**src/rtl/fetch_decode_stage_if.sv**
```systemverilog
// rtl/fetch_decode_stage_if.sv - fetch/decode stage control and pipeline-register bus
interface fetch_decode_stage_if;
  logic        StallF;
  logic        StallD;
  logic        FlushD;
  logic        PCSrcE;
  logic [31:0] PCTargetE;
  logic [31:0] InstrF;
  logic [31:0] PCF;
  logic [31:0] InstrD;
  logic [31:0] PCD;
  logic [31:0] PCPlus4D;
  logic        ValidD;
  logic        MisalignD;

  modport master (
    output StallF, StallD, FlushD, PCSrcE, PCTargetE, InstrF,
    input  PCF, InstrD, PCD, PCPlus4D, ValidD, MisalignD
  );

  modport slave (
    input  StallF, StallD, FlushD, PCSrcE, PCTargetE, InstrF,
    output PCF, InstrD, PCD, PCPlus4D, ValidD, MisalignD
  );
endinterface

```
**src/rtl/fetch_decode_stage.sv**
```systemverilog
// rtl/fetch_decode_stage.sv - RV32I program counter and IF/ID pipeline register
module fetch_decode_stage #(
  parameter logic [31:0] RESET_PC  = 32'h0000_0000,
  parameter logic [31:0] NOP_INSTR = 32'h0000_0013
) (
  input  logic                 clk,
  input  logic                 reset,
  fetch_decode_stage_if.slave  bus
);

  logic [31:0] r_pcf;
  logic [31:0] r_instr_d;
  logic [31:0] r_pc_d;
  logic [31:0] r_pcplus4_d;
  logic        r_valid_d;
  logic        r_misalign_d;
  logic [31:0] w_pcplus4_f;

  assign w_pcplus4_f = r_pcf + 32'd4;

  // A redirect wins over a fetch stall so a taken branch is never lost.
  always_ff @(posedge clk or posedge reset) begin
    if (reset) begin
      r_pcf <= RESET_PC;
    end else if (bus.PCSrcE) begin
      r_pcf <= bus.PCTargetE;
    end else if (!bus.StallF) begin
      r_pcf <= w_pcplus4_f;
    end
  end

  // Flush loads constants only, so an undefined InstrF cannot leak into decode.
  always_ff @(posedge clk or posedge reset) begin
    if (reset) begin
      r_instr_d    <= NOP_INSTR;
      r_pc_d       <= 32'd0;
      r_pcplus4_d  <= 32'd0;
      r_valid_d    <= 1'b0;
      r_misalign_d <= 1'b0;
    end else if (bus.FlushD) begin
      r_instr_d    <= NOP_INSTR;
      r_pc_d       <= 32'd0;
      r_pcplus4_d  <= 32'd0;
      r_valid_d    <= 1'b0;
      r_misalign_d <= 1'b0;
    end else if (!bus.StallD) begin
      r_instr_d    <= bus.InstrF;
      r_pc_d       <= r_pcf;
      r_pcplus4_d  <= w_pcplus4_f;
      r_valid_d    <= 1'b1;
      r_misalign_d <= (r_pcf[1:0] != 2'b00);
    end
  end

  assign bus.PCF       = r_pcf;
  assign bus.InstrD    = r_instr_d;
  assign bus.PCD       = r_pc_d;
  assign bus.PCPlus4D  = r_pcplus4_d;
  assign bus.ValidD    = r_valid_d;
  assign bus.MisalignD = r_misalign_d;

endmodule

```
**src/flat_wrapper.sv**
```systemverilog
// flat-port wrapper written by rule: the top's interface ports become plain ports
module fetch_decode_stage_flat 
#(
  parameter logic [31:0] RESET_PC  = 32'h0000_0000,
  parameter logic [31:0] NOP_INSTR = 32'h0000_0013
)
  (clk, reset, bus_StallF, bus_StallD, bus_FlushD, bus_PCSrcE, bus_PCTargetE, bus_InstrF, bus_PCF, bus_InstrD, bus_PCD, bus_PCPlus4D, bus_ValidD, bus_MisalignD);
  fetch_decode_stage_if bus_i ();
  input  logic clk;
  input  logic reset;
  input wire logic [$bits(bus_i.StallF)-1:0] bus_StallF;
  input wire logic [$bits(bus_i.StallD)-1:0] bus_StallD;
  input wire logic [$bits(bus_i.FlushD)-1:0] bus_FlushD;
  input wire logic [$bits(bus_i.PCSrcE)-1:0] bus_PCSrcE;
  input wire logic [$bits(bus_i.PCTargetE)-1:0] bus_PCTargetE;
  input wire logic [$bits(bus_i.InstrF)-1:0] bus_InstrF;
  output wire logic [$bits(bus_i.PCF)-1:0] bus_PCF;
  output wire logic [$bits(bus_i.InstrD)-1:0] bus_InstrD;
  output wire logic [$bits(bus_i.PCD)-1:0] bus_PCD;
  output wire logic [$bits(bus_i.PCPlus4D)-1:0] bus_PCPlus4D;
  output wire logic [$bits(bus_i.ValidD)-1:0] bus_ValidD;
  output wire logic [$bits(bus_i.MisalignD)-1:0] bus_MisalignD;
  assign bus_i.StallF = bus_StallF;
  assign bus_i.StallD = bus_StallD;
  assign bus_i.FlushD = bus_FlushD;
  assign bus_i.PCSrcE = bus_PCSrcE;
  assign bus_i.PCTargetE = bus_PCTargetE;
  assign bus_i.InstrF = bus_InstrF;
  assign bus_PCF = bus_i.PCF;
  assign bus_InstrD = bus_i.InstrD;
  assign bus_PCD = bus_i.PCD;
  assign bus_PCPlus4D = bus_i.PCPlus4D;
  assign bus_ValidD = bus_i.ValidD;
  assign bus_MisalignD = bus_i.MisalignD;
  fetch_decode_stage #(.RESET_PC(RESET_PC), .NOP_INSTR(NOP_INSTR)) u_core (.clk(clk), .reset(reset), .bus(bus_i));
endmodule
```
**config.mk**
```make
export PLATFORM = sky130hd
export DESIGN_NAME = fetch_decode_stage_flat
export DESIGN_NICKNAME = d
export VERILOG_FILES = /design/src/rtl/fetch_decode_stage_if.sv /design/src/rtl/fetch_decode_stage.sv /design/src/flat_wrapper.sv
export SDC_FILE = /design/constraint.sdc
export NUM_CORES = 1
export LEC_CHECK = 0
export CAP_MARGIN = 20
export CORE_UTILIZATION = 41
export DETAILED_ROUTE_END_ITERATION = 10
export PLACE_DENSITY_LB_ADDON = 0.08
export RECOVER_POWER = 100
export SLEW_MARGIN = 20
export SYNTH_ARGS = -nofsm -noshare
export SYNTH_HDL_FRONTEND = slang
export SYNTH_SLANG_ARGS = --single-unit
export TNS_END_PERCENT = 20
```
**constraint.sdc**
```tcl
create_clock -name clk -period 7.6 [get_ports clk]
set_input_delay 1.52 -clock clk [delete_from_list [all_inputs] [get_ports clk]]
set_output_delay 1.52 -clock clk [all_outputs]
set_load 0.005 [all_outputs]
```
==> results.yml <==
run_status:
  status: "finished with violations"
  violations: "design-rule violations, max-capacitance violations, max-slew violations"
cells_and_area:
  syn_to_final_growth_pct: 41.2
  drive_gt1_frac: 0.0600
  multi_input_comb_area_um2: 2690
  ff_latch_area_um2: 3210
  fillers: 1239
  post-route-util: 0.600
  nets: 858
  n_antenna_cell: 0
clocking:
  hold_buffers: 0
  cts_buffers: 17
  post_cts_buffers: 0
  ctsRootBufferMaster: "clkbuf_16"
  h-tree-depth: 4
  clock-sinks: 128
  clk_path_buf_depth: 2
  clk_pin_slew_worst_paths_ns: 0.06
  clk_latency_ns: 0.42
  tritoncts: "built"
  postCtsResizedCells: 0
floorplanning:
  core_um2: 14600
  pin_count: 200
  initial_utilization: 0.425
  die_x_um: 125
  die_h_um: 125
  die_area_um2: 15700
  rows: 44
grt:
  grt_overflow: 0
  grt_pass1_vias: 5371
  grtUsageTotal: 0.230
  grt_pass1_wl_um: 28200
  grt_start_max_net_pins: 97
  antenna_found_initial: 0
worst_setup_path:
  critPathMaxStageDelay_ns: 1.24
  crit_path_cell_trace: "dlygate4sd3_1 > clkbuf_1 > clkinv_1 > o311ai_0 > nand3_1"
  path_max_fanout: 39
  critPathCaptureType: "register"
  worstSetupPathType: "primary input to register"
  crit_path_start_kind: "primary input"
  cpMaxStageDelayCell: "clkbuf_1"
  path_delay_family: "buffers and inverters"
  required_ns: 7.89
  crit_buf_inv: 3
  arrival_ns: 5.02
placed_design:
  place_ws_ns: 3.68
  hpwlAfterDp_um: 11900
  gp_congestion: 0.821
  port_buffers: 199
drt:
  viasPerCell: 5.48
  wl_met1_um: 7670
  drc: 10
  drt_iter0_drc: 354
  met2_length_um: 8230
  highest_layer: "met4"
  drt-wirelength-per-cell_um: 17.9
  detail-route-antenna-nets: 0
  wl_um: 17600
  routed-wl-met3_um: 1430
  drtPass1Iterations: 11
  vias: 5392
synthesis:
  synthArstFlopShare: 1.00
  synth_top_area_frac: 0.503
  synth_top_area_cell: "dfrtp_1"
  synth_seq_cells: 128
  synthTopCellsByCount: "dfrtp_1 (125), nor2_1 (108), mux2i_1 (59)"
  synth_area_leaders: "dfrtp_1 (50%), mux2i_1 (9.5%), nor2_1 (6.5%)"
  synth_cell_types: 49
  synthFlopType: "dfrtp_1"
  syn_inst: 626
  synth_nets: 697
  synth-edff-count: 0
  ys_seq_area_frac: 0.515
  netlist_area_um2: 6220
  yosysMostFrequentCell: "dfrtp_1"
  yosysWarnings: 0
  syn_avg_cell_area_um2: 9.94
power:
  power_density_nw_per_um2: 216
  irDropWorstVdd_v: 0.000154
  p_leak_nw: 3.86
sta:
  rsz0062_at_grt: "no"
  layout_setup_ws_ns: 2.87
  tightest_slew_ns: 4.28
  fin_skew_ns: 0.00450
  hold_ws_ns: 0.517
  finalSetupTns_ns: 0
  finalMaxSlewViolations: 193
  hold_viol: 0
  max_slew_margin: -1.85
  min_period_ns: 4.73
  period_share: 0.622
  finalSetupViolations: 0
  fmax_mhz: 211
flow_run:
  drv_cap: 3
worst_hold_path:
  min-delay-path-class: "register to register"
## per-stage QoR
step	power, mW	cell area (um^2)	instances
floorplan	0.933	6220	626
global placement	1.11	8200	952
detailed placement	1.11	8200	952
CTS	1.94	8800	984
global route	1.98	8790	984
finish	1.90	8790	984
## layer usage
metal,up-vias,track usage
met3,19,0.0873
met5,-,0
li1,2569,-
met2,190,0.362
met4,0,0.0782
met1,2614,0.291
## worst reg2reg max path: stages (launching register included)
cell and delay (ns):
dfrtp_1 0.49, nand3_1 0.41, nor4_2 1.02, a211oi_1 0.17, a2111oi_0 0.46
## power by group
| group | internal (mW) | switching (mW) | total, mW |
|---|---|---|---|
| Combinational | 0.156 | 0.128 | 0.284 |
| Sequential | 0.734 | 0.0612 | 0.795 |
| Clock | 0.514 | 0.307 | 0.821 |
| Total | 1.40 | 0.497 | 1.90 |
## layout make-up
class / instances / area share
inverters: 15 / 0.00655
multi-input cells: 422 / 0.306
clock inverters: 14 / 0.0189
well taps: 184 / 0.0262
flip-flops and latches: 128 / 0.365
repair buffers: 203 / 0.229
clock buffers: 18 / 0.0488
## path summary, 6_finish.rpt
kind / start / endpoint / slack [ns] / cells after the start
max in group asynchronous: reset / u_core.bus.PCF[29]$_DFFE_PP0N_ / 3.53 / 3
min: u_core.bus.PCD[23]$_DFFE_PP0P_ / u_core.bus.PCD[23]$_DFFE_PP0P_ / 0.52 / 2
min in group asynchronous: reset / u_core.bus.InstrD[27]$_DFFE_PP0P_ / 2.23 / 2
max reg2reg: u_core.bus.PCF[4]$_DFFE_PP0N_ / u_core.bus.PCPlus4D[29]$_DFFE_PP0P_ / 4.87 / 4
max: bus_PCSrcE / u_core.bus.PCF[23]$_DFFE_PP0N_ / 2.87 / 5
min reg2reg: u_core.bus.PCD[23]$_DFFE_PP0P_ / u_core.bus.PCD[23]$_DFFE_PP0P_ / 0.52 / 2
## sequential cells by signal (all words and copies together) (netlist names)
name / cells
u_core.bus.InstrD: 32
u_core.bus.PCF: 32
u_core.bus.PCPlus4D: 32
u_core.bus.PCD: 30
u_core.bus.MisalignD: 1
u_core.bus.ValidD: 1
## cell families (layout without fill, tap and decap cells)
group,Yosys count,after routing,synth area share
AOI/OAI and AO/OA,96,96,0.109
xor gates and xnor gates,24,24,0.0338
adders and majority gates,1,1,0.00201
buffers and inverters,76,250,0.0529
DFF,128,128,0.515
muxes,61,61,0.0985
and+or+nand+nor,240,240,0.188
## placed cells by master, fill, tap and decap left out, drive strengths merged, types with 4 or more instances in the layout
cell type / instances
nand2: 36
clkinvlp: 5
or4: 13
a21oi: 7
dfrtp: 125
inv: 14
nor2b: 5
nor4: 12
buf: 4
nor3: 13
dlygate4sd3: 133
nand3: 9
nor2: 108
clkdlybuf4s50: 64
and4: 4
a2111oi: 7
a211oi: 17
or3: 10
xnor2: 19
a31oi: 13
clkinv: 7
o31ai: 10
a311oi: 6
clkbuf: 20
xor2: 5
mux2i: 59
o21ai: 19
nand4: 17
No activity file was read; power rests on OpenSTA's default activity.
